--- src/rtl/bcd_scan_display_pkg.sv ---
// Shared constants and elaboration helpers for the multiplexed BCD display driver.
// Segment polarity is active low, bit order {g,f,e,d,c,b,a}.
package bcd_disp_pkg;

    localparam logic [6:0] SEG_BLANK = 7'h7F;
    localparam logic [6:0] SEG_DASH  = 7'h3F;
    localparam logic [6:0] SEG_ALL   = 7'h00;

    // Width needed to hold 0..value-1, never less than one bit.
    function automatic int clog2(input int value);
        int r;
        r = 0;
        while ((1 << r) < value) begin
            r++;
        end
        return (r < 1) ? 1 : r;
    endfunction

endpackage

--- src/rtl/bcd_scan_display_if.sv ---
// Digit capture / segment drive bundle between a digit source and the scan driver.
interface bcd_scan_display_if #(
    parameter int N_DIGITS = 4
) ();
    logic [4*N_DIGITS-1:0] digits_in;
    logic [N_DIGITS-1:0]   dp_in;
    logic                  load;
    logic                  lamp_test;
    logic [6:0]            display;
    logic                  dp;
    logic [N_DIGITS-1:0]   an;

    modport master (
        output digits_in, dp_in, load, lamp_test,
        input  display, dp, an
    );

    modport slave (
        input  digits_in, dp_in, load, lamp_test,
        output display, dp, an
    );
endinterface

--- src/rtl/bcd_scan_display_decod.sv ---
// BCD to 7-segment decoder, active-low segments {g,f,e,d,c,b,a}.
module decodDisplay
    import bcd_disp_pkg::*;
(
    input  logic [3:0] i_bcd,
    output logic [6:0] o_seg
);
    always_comb begin
        o_seg = SEG_DASH;
        case (i_bcd)
            4'd0: o_seg = 7'h40;
            4'd1: o_seg = 7'h79;
            4'd2: o_seg = 7'h24;
            4'd3: o_seg = 7'h30;
            4'd4: o_seg = 7'h19;
            4'd5: o_seg = 7'h12;
            4'd6: o_seg = 7'h02;
            4'd7: o_seg = 7'h78;
            4'd8: o_seg = 7'h00;
            4'd9: o_seg = 7'h10;
            default: o_seg = SEG_DASH;
        endcase
    end
endmodule

--- src/rtl/bcd_scan_display.sv ---
// Scans N BCD digits onto a shared segment bus with per-slot dead time and leading-zero blanking.
// Each slot's digit is frozen at slot start so a load never tears the digit on show.
module bcd_scan_display
    import bcd_disp_pkg::*;
#(
    parameter int N_DIGITS = 4,
    parameter int SCAN_DIV = 50000,
    parameter int DEAD_CYC = 8,
    parameter int BLANK_LZ = 1
) (
    input logic               clk,
    input logic               rst_n,
    bcd_scan_display_if.slave bus
);
    localparam int PW = clog2(SCAN_DIV);
    localparam int IW = clog2(N_DIGITS);
    localparam logic [PW-1:0] PRE_LAST = PW'(SCAN_DIV - 1);
    localparam logic [IW-1:0] IDX_LAST = IW'(N_DIGITS - 1);

    logic [4*N_DIGITS-1:0] r_digits, w_digits_next;
    logic [N_DIGITS-1:0]   r_dps, w_dps_next;
    logic [PW-1:0]         r_pre, w_pre_next;
    logic [IW-1:0]         r_idx, w_idx_next;
    logic                  w_wrap, w_in_dead;

    logic [3:0]            r_slot_digit, w_slot_digit_next;
    logic                  r_slot_dp, w_slot_dp_next;
    logic                  r_slot_lz, w_slot_lz_next;

    logic [3:0]            w_digit_arr [N_DIGITS];
    logic [N_DIGITS-1:0]   w_lz;
    logic [6:0]            w_seg;

    logic [N_DIGITS-1:0]   r_an, w_an_next;
    logic [6:0]            r_display, w_display_next;
    logic                  r_dp, w_dp_next;

    assign w_digits_next = bus.load ? bus.digits_in : r_digits;
    assign w_dps_next    = bus.load ? bus.dp_in     : r_dps;

    assign w_wrap     = (r_pre == PRE_LAST);
    assign w_pre_next = w_wrap ? '0 : r_pre + PW'(1);
    assign w_idx_next = !w_wrap ? r_idx : ((r_idx == IDX_LAST) ? '0 : r_idx + IW'(1));
    assign w_in_dead  = (int'(w_pre_next) < DEAD_CYC);

    generate
        for (genvar gi = 0; gi < N_DIGITS; gi++) begin : g_digit
            assign w_digit_arr[gi] = w_digits_next[4*gi +: 4];
        end
    endgenerate

    // Leading-zero mask: a digit blanks when it and everything above it is zero; digit 0 never blanks.
    always_comb begin
        logic zero_above;
        zero_above = 1'b1;
        w_lz       = '0;
        for (int k = N_DIGITS - 1; k >= 0; k--) begin
            zero_above = zero_above && (w_digit_arr[k] == 4'd0);
            w_lz[k]    = (BLANK_LZ != 0) && (k != 0) && zero_above;
        end
    end

    // Slot contents are taken from the post-load shadow so a load on the slot-start edge is shown.
    assign w_slot_digit_next = w_wrap ? w_digit_arr[w_idx_next] : r_slot_digit;
    assign w_slot_dp_next    = w_wrap ? w_dps_next[w_idx_next]  : r_slot_dp;
    assign w_slot_lz_next    = w_wrap ? w_lz[w_idx_next]        : r_slot_lz;

    decodDisplay u_decod (
        .i_bcd (w_slot_digit_next),
        .o_seg (w_seg)
    );

    always_comb begin
        w_an_next      = '1;
        w_display_next = SEG_BLANK;
        w_dp_next      = 1'b0;
        if (!w_in_dead) begin
            w_an_next[w_idx_next] = 1'b0;
            if (bus.lamp_test) begin
                w_display_next = SEG_ALL;
                w_dp_next      = 1'b1;
            end else begin
                w_dp_next = w_slot_dp_next;
                if (w_slot_lz_next) begin
                    w_display_next = SEG_BLANK;
                end else if (w_slot_digit_next > 4'd9) begin
                    w_display_next = SEG_DASH;
                end else begin
                    w_display_next = w_seg;
                end
            end
        end
    end

    always_ff @(posedge clk or negedge rst_n) begin
        if (!rst_n) begin
            r_digits     <= '0;
            r_dps        <= '0;
            r_pre        <= '0;
            r_idx        <= '0;
            r_slot_digit <= 4'd0;
            r_slot_dp    <= 1'b0;
            r_slot_lz    <= 1'b0;
            r_an         <= '1;
            r_display    <= SEG_BLANK;
            r_dp         <= 1'b0;
        end else begin
            r_digits     <= w_digits_next;
            r_dps        <= w_dps_next;
            r_pre        <= w_pre_next;
            r_idx        <= w_idx_next;
            r_slot_digit <= w_slot_digit_next;
            r_slot_dp    <= w_slot_dp_next;
            r_slot_lz    <= w_slot_lz_next;
            r_an         <= w_an_next;
            r_display    <= w_display_next;
            r_dp         <= w_dp_next;
        end
    end

    assign bus.an      = r_an;
    assign bus.display = r_display;
    assign bus.dp      = r_dp;

endmodule

--- src/flat_wrapper.sv ---
// flat-port wrapper written by rule: the top's interface ports become plain ports
module bcd_scan_display_flat import bcd_disp_pkg::*;
#(
    parameter int N_DIGITS = 4,
    parameter int SCAN_DIV = 50000,
    parameter int DEAD_CYC = 8,
    parameter int BLANK_LZ = 1
)
  (clk, rst_n, bus_digits_in, bus_dp_in, bus_load, bus_lamp_test, bus_display, bus_dp, bus_an);
  bcd_scan_display_if #(.N_DIGITS(N_DIGITS)) bus_i ();
  input logic clk;
  input logic rst_n;
  input wire logic [$bits(bus_i.digits_in)-1:0] bus_digits_in;
  input wire logic [$bits(bus_i.dp_in)-1:0] bus_dp_in;
  input wire logic [$bits(bus_i.load)-1:0] bus_load;
  input wire logic [$bits(bus_i.lamp_test)-1:0] bus_lamp_test;
  output wire logic [$bits(bus_i.display)-1:0] bus_display;
  output wire logic [$bits(bus_i.dp)-1:0] bus_dp;
  output wire logic [$bits(bus_i.an)-1:0] bus_an;
  assign bus_i.digits_in = bus_digits_in;
  assign bus_i.dp_in = bus_dp_in;
  assign bus_i.load = bus_load;
  assign bus_i.lamp_test = bus_lamp_test;
  assign bus_display = bus_i.display;
  assign bus_dp = bus_i.dp;
  assign bus_an = bus_i.an;
  bcd_scan_display #(.N_DIGITS(N_DIGITS), .SCAN_DIV(SCAN_DIV), .DEAD_CYC(DEAD_CYC), .BLANK_LZ(BLANK_LZ)) u_core (.clk(clk), .rst_n(rst_n), .bus(bus_i));
endmodule
--- config.mk ---
export PLATFORM = sky130hd
export DESIGN_NAME = bcd_scan_display_flat
export DESIGN_NICKNAME = d
export VERILOG_FILES = /design/src/rtl/bcd_scan_display_pkg.sv /design/src/rtl/bcd_scan_display_if.sv /design/src/rtl/bcd_scan_display_decod.sv /design/src/rtl/bcd_scan_display.sv /design/src/flat_wrapper.sv
export SDC_FILE = /design/constraint.sdc
export NUM_CORES = 1
export LEC_CHECK = 0
export CAP_MARGIN = 5
export CORE_ASPECT_RATIO = 0.7
export CORE_MARGIN = 5
export CORE_UTILIZATION = 56
export CTS_BUF_LIST = sky130_fd_sc_hd__clkbuf_8 sky130_fd_sc_hd__clkbuf_16
export DETAILED_ROUTE_END_ITERATION = 16
export PLACE_DENSITY_LB_ADDON = 0.3
export REMOVE_ABC_BUFFERS = 1
export SETUP_SLACK_MARGIN = 0.1
export SYNTH_ARGS = -nofsm -noshare
export SYNTH_HDL_FRONTEND = slang
export SYNTH_SLANG_ARGS = --single-unit
--- constraint.sdc ---
create_clock -name clk -period 4.08 [get_ports clk]
set_input_delay 0.612 -clock clk [delete_from_list [all_inputs] [get_ports clk]]
set_output_delay 0.612 -clock clk [all_outputs]
set_load 0.05 [all_outputs]
# After elaboration in Yosys (flattened, before gate mapping)
# Memories as Yosys holds them, arrays and structs flattened.
# Cells that the tools add are included.
# totals
ff_bits	56
romBits	112
in_bits	24
output_inout_bits	12
wordCells	52
n_memories	1
# memory_table
memory	depth	width	read_ports	rd_ports_with_merged_regs	write_ports	line_no	text
(no name shown)	16	7	1	0	0	bcd_scan_display_decod.sv:10	case (i_bcd)
# classes
addsub	2
n_lt_le_gt_ge	5
n_eq_ne	2
mux	24
n_bitwise	2
n_reduce_logical	6
# ops
op	n
$mux 16	2
$mux 7	4
$mux 4	5
$add 16x1->16 const B	1
$eq 16x16->1 const B	1
$lt 16x4->1 const B	1
$logic_not 4->1	3
$bmux 4 s2	1
$mux 1	7
$bmux 1 s2	2
$gt 4x4->1 const B	1
$mux 2	2
$not 4->4	1
$ge 3x3->1 const B	1
$logic_and 1x1->1	3
$lt 2x3->1 const B	1
$not 2->3	1
$add 2x1->2 const B	1
$demux 1 s2	1
$eq 2x2->1 const B	1
$ge 2x1->1 const B	1

# Depth between registers and ports, before layout
# Gate-level depths: netlist of the first run.
# logic_depth
ltp_word	13
depth_mapped	14

# By module
# A second synthesis of the first run with hierarchy kept.
# unflattened
hier_cells	248
area_unflattened_um2	2937.8
# modules_own_cells
mod	n_inst	cells_each	area_each_um2	seq_area_each_um2
bcd_scan_display	1	217	2697.6	1415.1
decodDisplay	1	31	240.2	0.0

# Worst setup path before layout of the first run
# No wires, ideal clock.
# synth_timing
kind	input to register
from	input port bus_load
to	register u_core.r_display[0] (netlist: u_core.bus.display[0])
setup_time_ns	0.106
t_arrival_ns	3.025
path_slack_ns	0.949
stages	14
path_buffers	3
path_cell_list	buf_2 > buf_2 > buf_2 > mux2_2 > mux2i_1 > mux2i_1 > mux2_2 > inv_1 > ha_1 > nor2_1 > a211oi_1 > o22ai_1 > o21bai_1 > o311ai_0
# synth_between
elab_chain_cells	10
elab_cells_between_ends	19
# synth_rtl
item	line_no	text
start, declared	flat_wrapper.sv:15	input wire logic [$bits(bus_i.load)-1:0] bus_load;
$mux 16 *	bcd_scan_display.sv:38	assign w_digits_next = bus.load ? bus.digits_in : r_digits;
via u_core.w_digits_next[1]	bcd_scan_display.sv:20	logic [4*N_DIGITS-1:0] r_digits, w_digits_next;
$bmux 4 s2 *	bcd_scan_display.sv:64	assign w_slot_digit_next = w_wrap ? w_digit_arr[w_idx_next] : r_slot_digit;
$mux 4 (not written as such) * (2 in a row)	bcd_scan_display.sv:64	
$mux 4 *	bcd_scan_display.sv:64	
via u_core.u_decod.i_bcd[1]	bcd_scan_display_decod.sv:5	input logic [3:0] i_bcd,
$mem_v2 16x7 or $gt 4x4->1 (tied branches)	-	
$mux 7 *	bcd_scan_display.sv:86	end else if (w_slot_digit_next > 4'd9) begin
$mux 7 *	bcd_scan_display.sv:84	if (w_slot_lz_next) begin
$mux 7 *	bcd_scan_display.sv:79	if (bus.lamp_test) begin
$mux 7 *	bcd_scan_display.sv:77	if (!w_in_dead) begin
via u_core.w_display_next[0]	bcd_scan_display.sv:35	logic [6:0] r_display, w_display_next;
end signal, assigned	bcd_scan_display.sv:116	r_display <= w_display_next;
end, declared	bcd_scan_display.sv:35	
# The timed path passes the listed nets; every way through them passes the cells marked *. The select of a mux whose other input is x is not followed.

# Worst setup path in the final report of the first run
# Ends and elaborated chain as after synthesis.

==> Implementation_results.wiki, run 1 <==
{| class="wikitable"
! Metric !! Value
|-
| Clock tree from TritonCTS || built
|-
| Synthesized flop and latch total || 56
|-
| Highest-delay cell along the critical path || sky130_fd_sc_hd__clkdlybuf4s50_1
|-
| Area growth syn-to-layout || 16.67%
|-
| Number of global-route vias before repair || 2,165
|-
| DIE AREA || 6889 µm²
|-
| Number of buffers inserted by port buffering || 35
|-
| Diodes inserted || 0
|-
| Proportion of synthesized flip-flops having asynchronous set or reset || 100.0%
|-
| Static leakage power || 1.445 nW
|-
| DRT antenna net count || 0
|-
| Horizontal die dimension || 97.09 µm
|-
| Worst reg2reg path startpoint || u_core.r_idx[0]$_DFF_PN0_
|-
| Clock transition at path regs || 0.10 ns
|-
| Total grt overflow || 0
|-
| Global placer's final weighted congestion || 0.8449
|-
| Crit path max fanout || 9
|-
| Final Critical Period || 3.458 ns
|-
| Half-perimeter wire length of the detailed placement result || 4.561 mm
|-
| Cells taking the most area after synthesis || sky130_fd_sc_hd__dfrtp_1 (38%), sky130_fd_sc_hd__dfstp_2 (9.7%), sky130_fd_sc_hd__mux2_2 (8.3%), sky130_fd_sc_hd__nor2_1 (3.9%), sky130_fd_sc_hd__ha_1 (3.4%)
|-
| Post-synthesis instance total || 285
|-
| Max-slew headroom at the worst pin || 54.97%
|-
| Maximum level of the CTS H-tree || 2
|-
| Count of unresolved DRC violations after routing || 0
|-
| Hold buffer count at cts || 0
|-
| Number of antenna violations at the first check in global routing || 0
|-
| RSZ-0062 raised after global routing || false
|-
| Clk root buf || sky130_fd_sc_hd__clkbuf_8
|-
| Dominant cell type by area after synthesis || sky130_fd_sc_hd__dfrtp_1
|-
| Sequential cell area fraction in the yosys report || 47.60%
|-
| Endpoints failing setup || 0
|-
| FF/Latch Area || 1415 µm²
|-
| DR pass1 iterations || 5
|-
| First-pass GRT wire length || 10.87 mm
|-
| DR vias/cell || 5.882
|-
| IO Count || 36
|-
| Share of final-layout standard cells stronger than drive strength 1 || 16.35%
|-
| Outcome || finished, final reports clean
|-
| Maximum capacitance violations || 0
|-
| Path category of the worst min-delay check || in2async
|-
| Number of library cell types mapped by synthesis || 50
|-
| Final hold vios || 0
|-
| Combined global-route utilization of all metal layers || 19.37%
|-
| Crit path launch || bus_load
|-
| Sort of element at the start of the critical path || primary input
|-
| Area of the core || 5202 µm²
|-
| Number of clock sinks || 56
|-
| Clock Latency Late Sink || 0.31 ns
|-
| Final worst-path cycle share || 84.75%
|-
| Number of placement rows || 22
|-
| Longest individual stage delay on the worst path || 0.74 ns
|-
| Total routed wirelength || 6.377 mm
|-
| Vias post-DR || 2,294
|-
| Synthesis warning total || 0
|-
| Most frequent cells in the layout || sky130_fd_sc_hd__dfrtp_1 (45), sky130_fd_sc_hd__clkdlybuf4s50_1 (34), sky130_fd_sc_hd__nor2_1 (31), sky130_fd_sc_hd__mux2_2 (22), sky130_fd_sc_hd__nand2_1 (17)
|-
| Post-cts repair resize count || 0
|-
| Commonest non-fill, non-tap cell in the layout || sky130_fd_sc_hd__dfrtp_1
|-
| Placed Cells || 382
|-
| Pin count of the biggest net entering global routing || 57
|-
| Max VDD drop || 0.0001949 V
|-
| Post-synth design cell area || 2973 µm²
|-
| Aggregate negative setup slack || 0 ns
|-
| Top achievable clock speed || 289.2 MHz
|-
| Slew of the pin with the lowest slew margin || 0.6754 ns
|-
| Max Transition Viols Final || 0
|-
| Worst clock skew || 0.006357 ns
|-
| Effective utilization at floorplan || 57.14%
|-
| Per-cell routed wire length || 16.35 µm
|-
| Crit end category || register
|-
| Cells along the critical path || clkdlybuf4s50_1 > mux2_2 > mux2i_1 > mux2i_1 > mux2_2 > inv_1 > ha_1 > nor2_1 > a211oi_1 > o22ai_1 > o21bai_1 > o311ai_0
|-
| CTS Buf Count || 5
|-
| Number of buffers on the longest clock path || 2
|-
| Number of filler cells placed in the layout || 398
|-
| Most used flip-flop cell after synthesis || sky130_fd_sc_hd__dfrtp_1
|-
| Worst Path Class, Setup || in2reg
|-
| Total power consumption of the routed design || 0.001024 W
|-
| Data arrival, critical path || 3.66 ns
|-
| Total area of multi-input combinational cells || 1450 µm²
|-
| Iteration-0 DRC Markers || 129
|-
| Share of the synthesized area in the top cell type || 37.88%
|-
| Post-CTS Setup Bufs || 0
|-
| Power Dens Cells || 295.3 nW/µm²
|-
| Final cell count without fillers || 390
|-
| Post-Synthesis Mean Instance Area || 10.43 µm²
|-
| Required @ worst endpoint || 4.29 ns
|-
| Number of enable-type register cells in the synthesized netlist || 0
|-
| NumNets Final || 349
|-
| Chip Height || 70.96 µm
|}
cells in the mapped netlist (6+ instances only):
library cell               count
sky130_fd_sc_hd__dfrtp_1      45
sky130_fd_sc_hd__nor2_1       31
sky130_fd_sc_hd__mux2_2       22
sky130_fd_sc_hd__nand2_1      17
sky130_fd_sc_hd__dfstp_2      11
sky130_fd_sc_hd__nor3_1       11
sky130_fd_sc_hd__xnor2_1      11
sky130_fd_sc_hd__inv_1         9
sky130_fd_sc_hd__nand3_1       9
sky130_fd_sc_hd__o21ai_0       9
sky130_fd_sc_hd__buf_2         8
sky130_fd_sc_hd__ha_1          8
sky130_fd_sc_hd__mux2i_1       7
sky130_fd_sc_hd__nand4_1       6
sky130_fd_sc_hd__o211ai_1      6
sky130_fd_sc_hd__o22ai_1       6
cell type report:
type / count / area share, %
clock buffer: 6 / 2.381
inverter: 9 / 0.9740
sequential: 56 / 40.80
multi-input combinational: 205 / 41.81
clock inverter: 2 / 0.3968
timing repair buffer: 40 / 11.04
tap: 72 / 2.597
report_power, final:
part | switching [W] | total, W | internal [W]
clock | 0.000180 | 0.000319 | 0.000139
sequential | 0.00000716 | 0.000589 | 0.000581
combinational | 0.0000619 | 0.000117 | 0.0000549
worst max-delay path, delay by kind of cell:
family,cells,cell delay (ns)
AOI/OAI and AO/OA,4,0.86
and+or+nand+nor,1,0.06
buffers and inverters,2,0.87
adders and majority gates,1,0.20
muxes,4,1.07
flip-flops by register name (all words and copies together) (netlist names):
| signal | cells |
|---|---|
| u_core.bus.an | 4 |
| u_core.bus.display | 7 |
| u_core.bus.dp | 1 |
| u_core.r_digits | 16 |
| u_core.r_dps | 4 |
| u_core.r_idx | 2 |
| u_core.r_pre | 16 |
| u_core.r_slot_digit | 4 |
| u_core.r_slot_dp | 1 |
| u_core.r_slot_lz | 1 |
final timing paths:
path,end,slack [ns],cells past startpoint
worst max-delay path,u_core.bus.display[0]$_DFF_PN1_,0.62,12
max in group asynchronous,u_core.r_slot_digit[2]$_DFF_PN0_,3.22,2
min in group clk,u_core.r_dps[1]$_DFF_PN0_,0.51,1
worst min-delay path,u_core.r_pre[15]$_DFF_PN0_,0.42,2
worst min register to register,u_core.r_dps[1]$_DFF_PN0_,0.51,1
worst max register to register,u_core.bus.display[0]$_DFF_PN1_,0.81,12
cells by family after synthesis:
family / Yosys count / synth area share (%)
buffers and inverters: 24 / 3.619
muxes: 29 / 10.69
and+or+nand+nor: 102 / 18.01
adders and majority gates: 8 / 3.367
xor gates and xnor gates: 16 / 4.714
AOI/OAI and AO/OA: 50 / 11.99
DFF: 56 / 47.60
layer usage:
layer / vias up / global-route usage [%] / part of all wire (%)
li1: 1095 / - / -
met4: 0 / 5.296 / 1.3
met2: 82 / 27.37 / 41
met1: 1109 / 29.45 / 51
met5: - / 0 / 0
met3: 8 / 4.828 / 6.1
through the flow:
step / hold WS, ns / setup WS (ns) / cell area [µm²] / utilization (%)
floorplan: 0.3164 / 1.200 / 2899 / -
global placement: 0.4747 / 0.5384 / 3372 / 64.81
detailed placement: 0.4841 / 0.3594 / 3372 / 64.81
CTS: 0.4389 / 0.6824 / 3468 / 66.67
global route: 0.4860 / 0.3470 / 3468 / 66.67
finish: 0.4165 / 0.6224 / 3468 / 66.67
No activity file was read; power rests on OpenSTA's default activity.
==> inputs of run 2 (changes only) <==
Clock period 4.08 ns to 3.3 ns, I/O delays scaled along.
==> Implementation_results.wiki, run 2 (synthesis gave the netlist of run 1 again) <==
{| class="wikitable"
! Metric !! Value
|-
| Number of antenna violations at the first check in global routing || 0
|-
| Highest-delay cell along the critical path || sky130_fd_sc_hd__dfrtp_1
|-
| DRT antenna net count || 0
|-
| Max-slew headroom at the worst pin || 54.27%
|-
| Pin count of the biggest net entering global routing || 32
|-
| Sequential fraction of design power || 59.4%
|-
| FF/Latch Area || 1415 µm²
|-
| Final worst-path cycle share || 89.23%
|-
| Number of global-route vias before repair || 2,224
|-
| Static leakage power || 1.502 nW
|-
| Horizontal die dimension || 97.09 µm
|-
| Outcome || finished, final reports clean
|-
| Slew of the pin with the lowest slew margin || 0.6860 ns
|-
| Part of the total power dissipated in combinational logic || 12.4%
|-
| Cells along the critical path || ha_1 > o21bai_1 > o22ai_1 > a2111oi_2 > a21oi_2 > inv_1 > ha_1 > nor2_1 > a211oi_1 > o22ai_1 > o21bai_2 > o311ai_0
|-
| Max Transition Viols Final || 0
|-
| Final cell count without fillers || 396
|-
| Final-layout worst hold slack || 0.2257 ns
|-
| Chip Height || 70.96 µm
|-
| Global placer's final weighted congestion || 0.8886
|-
| Worst Path Class, Setup || reg2reg
|-
| Endpoint of the lowest-slack register-to-register path || u_core.bus.display[1]$_DFF_PN1_
|-
| Effective utilization at floorplan || 57.14%
|-
| Area of the core || 5202 µm²
|-
| Capture point of the worst path || u_core.bus.display[1]$_DFF_PN1_
|-
| Design internal power || 0.0009341 W
|-
| DR pass1 iterations || 4
|-
| Count of unresolved DRC violations after routing || 0
|-
| Total routed wirelength || 6.588 mm
|-
| IO Count || 36
|-
| CTS Buf Count || 5
|-
| Worst reg2reg path startpoint || u_core.r_idx[1]$_DFF_PN0_
|-
| Post-CTS Setup Bufs || 0
|-
| First-pass GRT wire length || 11.04 mm
|-
| Top achievable clock speed || 339.6 MHz
|-
| DR vias/cell || 5.679
|-
| Share of final-layout standard cells stronger than drive strength 1 || 19.44%
|-
| Clock Latency Late Sink || 0.30 ns
|-
| Switching Share || 23.95%
|-
| Final Critical Period || 2.944 ns
|-
| Clock power share || 28.3%
|-
| Diodes inserted || 0
|-
| Clock transition at path regs || 0.09 ns
|-
| Maximum capacitance violations || 0
|-
| Number of clock sinks || 56
|-
| RSZ-0062 raised after global routing || false
|-
| Total area of multi-input combinational cells || 1475 µm²
|-
| FF-to-FF setup slack || 0.36 ns
|-
| Vias post-DR || 2,249
|-
| Iteration-0 DRC Markers || 93
|-
| Path category of the worst min-delay check || in2async
|-
| Number of placement rows || 22
|-
| Sum of buffers and inverters on the critical path || 1
|-
| Per-cell routed wire length || 16.64 µm
|-
| Utilization after layout || 68.42%
|-
| DIE AREA || 6889 µm²
|-
| Clk root buf || sky130_fd_sc_hd__clkbuf_8
|-
| Number of buffers on the longest clock path || 2
|-
| Endpoints failing setup || 0
|-
| Total grt overflow || 0
|-
| Required @ worst endpoint || 3.52 ns
|-
| Power Dens Cells || 345.1 nW/µm²
|-
| Crit path launch || u_core.r_idx[1]$_DFF_PN0_
|-
| Sort of element at the start of the critical path || register
|-
| Half-perimeter wire length of the detailed placement result || 4.793 mm
|-
| Longest individual stage delay on the worst path || 0.45 ns
|-
| Final hold vios || 0
|-
| Most frequent cells in the layout || sky130_fd_sc_hd__dfrtp_1 (45), sky130_fd_sc_hd__clkdlybuf4s50_1 (33), sky130_fd_sc_hd__nor2_1 (31), sky130_fd_sc_hd__mux2_2 (22), sky130_fd_sc_hd__nand2_1 (17)
|-
| Crit end category || register
|-
| Crit path max fanout || 8
|-
| Switching pwr || 0.0002942 W
|-
| Worst path top cell family by delay || compound AO/OA/AOI/OAI gates
|-
| Worst clock skew || 0.007152 ns
|-
| Number of buffers inserted by port buffering || 35
|-
| Cell count along the critical path || 12
|-
| Combined global-route utilization of all metal layers || 19.53%
|-
| Area growth syn-to-layout || 19.74%
|-
| Clock tree from TritonCTS || built
|-
| NumNets Final || 356
|-
| Data arrival, critical path || 3.16 ns
|-
| R2R cell count || 12
|-
| Total power consumption of the routed design || 0.001228 W
|-
| Placed Cells || 388
|-
| Maximum level of the CTS H-tree || 2
|-
| Number of filler cells placed in the layout || 418
|-
| Commonest non-fill, non-tap cell in the layout || sky130_fd_sc_hd__dfrtp_1
|-
| Max VDD drop || 0.0002482 V
|}
run 2: timing repair:
item                       in CTS  in global routing
cloned                          0                  1
gates resized for setup         1                  9
hold buffers                    0                  0
pin swaps                       0                  1
setup endpoints to repair       3                  5
run 2: cell type report:
type / count / share of cell area [%]
Multi-Input combinational cell: 205 / 41.44
Timing Repair Buffer: 47 / 13.15
Inverter: 9 / 0.9490
Tap cell: 72 / 2.531
Clock buffer: 5 / 1.933
Sequential cell: 56 / 39.75
Clock inverter: 2 / 0.2460
run 2: power groups by stage:
stage	clock (W)	sequential (W)	combinational (W)
5_1_grt	0.000385	0.000732	0.000165
3_3_place_gp	0	0.000740	0.000144
4_1_cts	0.000356	0.000729	0.000146
6_report	0.000347	0.000729	0.000152
2_1_floorplan	0	0.000758	0.0000534
3_5_place_dp	0	0.000742	0.000145
run 2: worst register-to-register path: stages, from the launching register on:
cell and delay, ns:
sky130_fd_sc_hd__dfrtp_1 0.45, sky130_fd_sc_hd__ha_1 0.45, sky130_fd_sc_hd__o21bai_1 0.24, sky130_fd_sc_hd__o22ai_1 0.17, sky130_fd_sc_hd__a2111oi_2 0.40, sky130_fd_sc_hd__a21oi_2 0.09
sky130_fd_sc_hd__inv_1 0.10, sky130_fd_sc_hd__ha_1 0.17, sky130_fd_sc_hd__nor2_1 0.05, sky130_fd_sc_hd__a211oi_1 0.19, sky130_fd_sc_hd__o22ai_1 0.12, sky130_fd_sc_hd__o21bai_2 0.26
sky130_fd_sc_hd__o311ai_0 0.18
run 2: worst min-delay path by stage:
stage	cells after the start	slack, ns	endpoint	from
after floorplan	0	0.20	u_core.bus.dp$_DFF_PN0_	rst_n
after global placement	1	0.47	u_core.r_slot_dp$_DFF_PN0_	u_core.r_slot_dp$_DFF_PN0_
after detailed placement	1	0.49	u_core.r_pre[0]$_DFF_PN0_	u_core.r_pre[0]$_DFF_PN0_
after CTS	1	0.24	u_core.r_pre[1]$_DFF_PN0_	rst_n
after global routing	1	0.27	u_core.r_pre[0]$_DFF_PN0_	rst_n
final	1	0.23	u_core.r_pre[0]$_DFF_PN0_	rst_n
run 2: layer usage:
metal / part of all wire, % / wire length, µm / track usage, % / up-vias
met4: 0.80 / 53 / 4.517 / 0
met3: 5.1 / 336 / 4.532 / 5
met2: 43 / 2853 / 29.59 / 49
met1: 51 / 3345 / 28.56 / 1090
met5: 0 / 0 / 0 / -
li1: - / - / - / 1105
run 2: metrics by stage:
step	TNS (ns)	instance area, µm²	setup WS (ns)
after floorplan	0	2899	0.4197
after global placement	-0.1059	3430	-0.03819
after detailed placement	-0.6506	3430	-0.1803
after CTS	0	3508	0.1633
after global routing	0	3560	0.07505
final	0	3560	0.3555
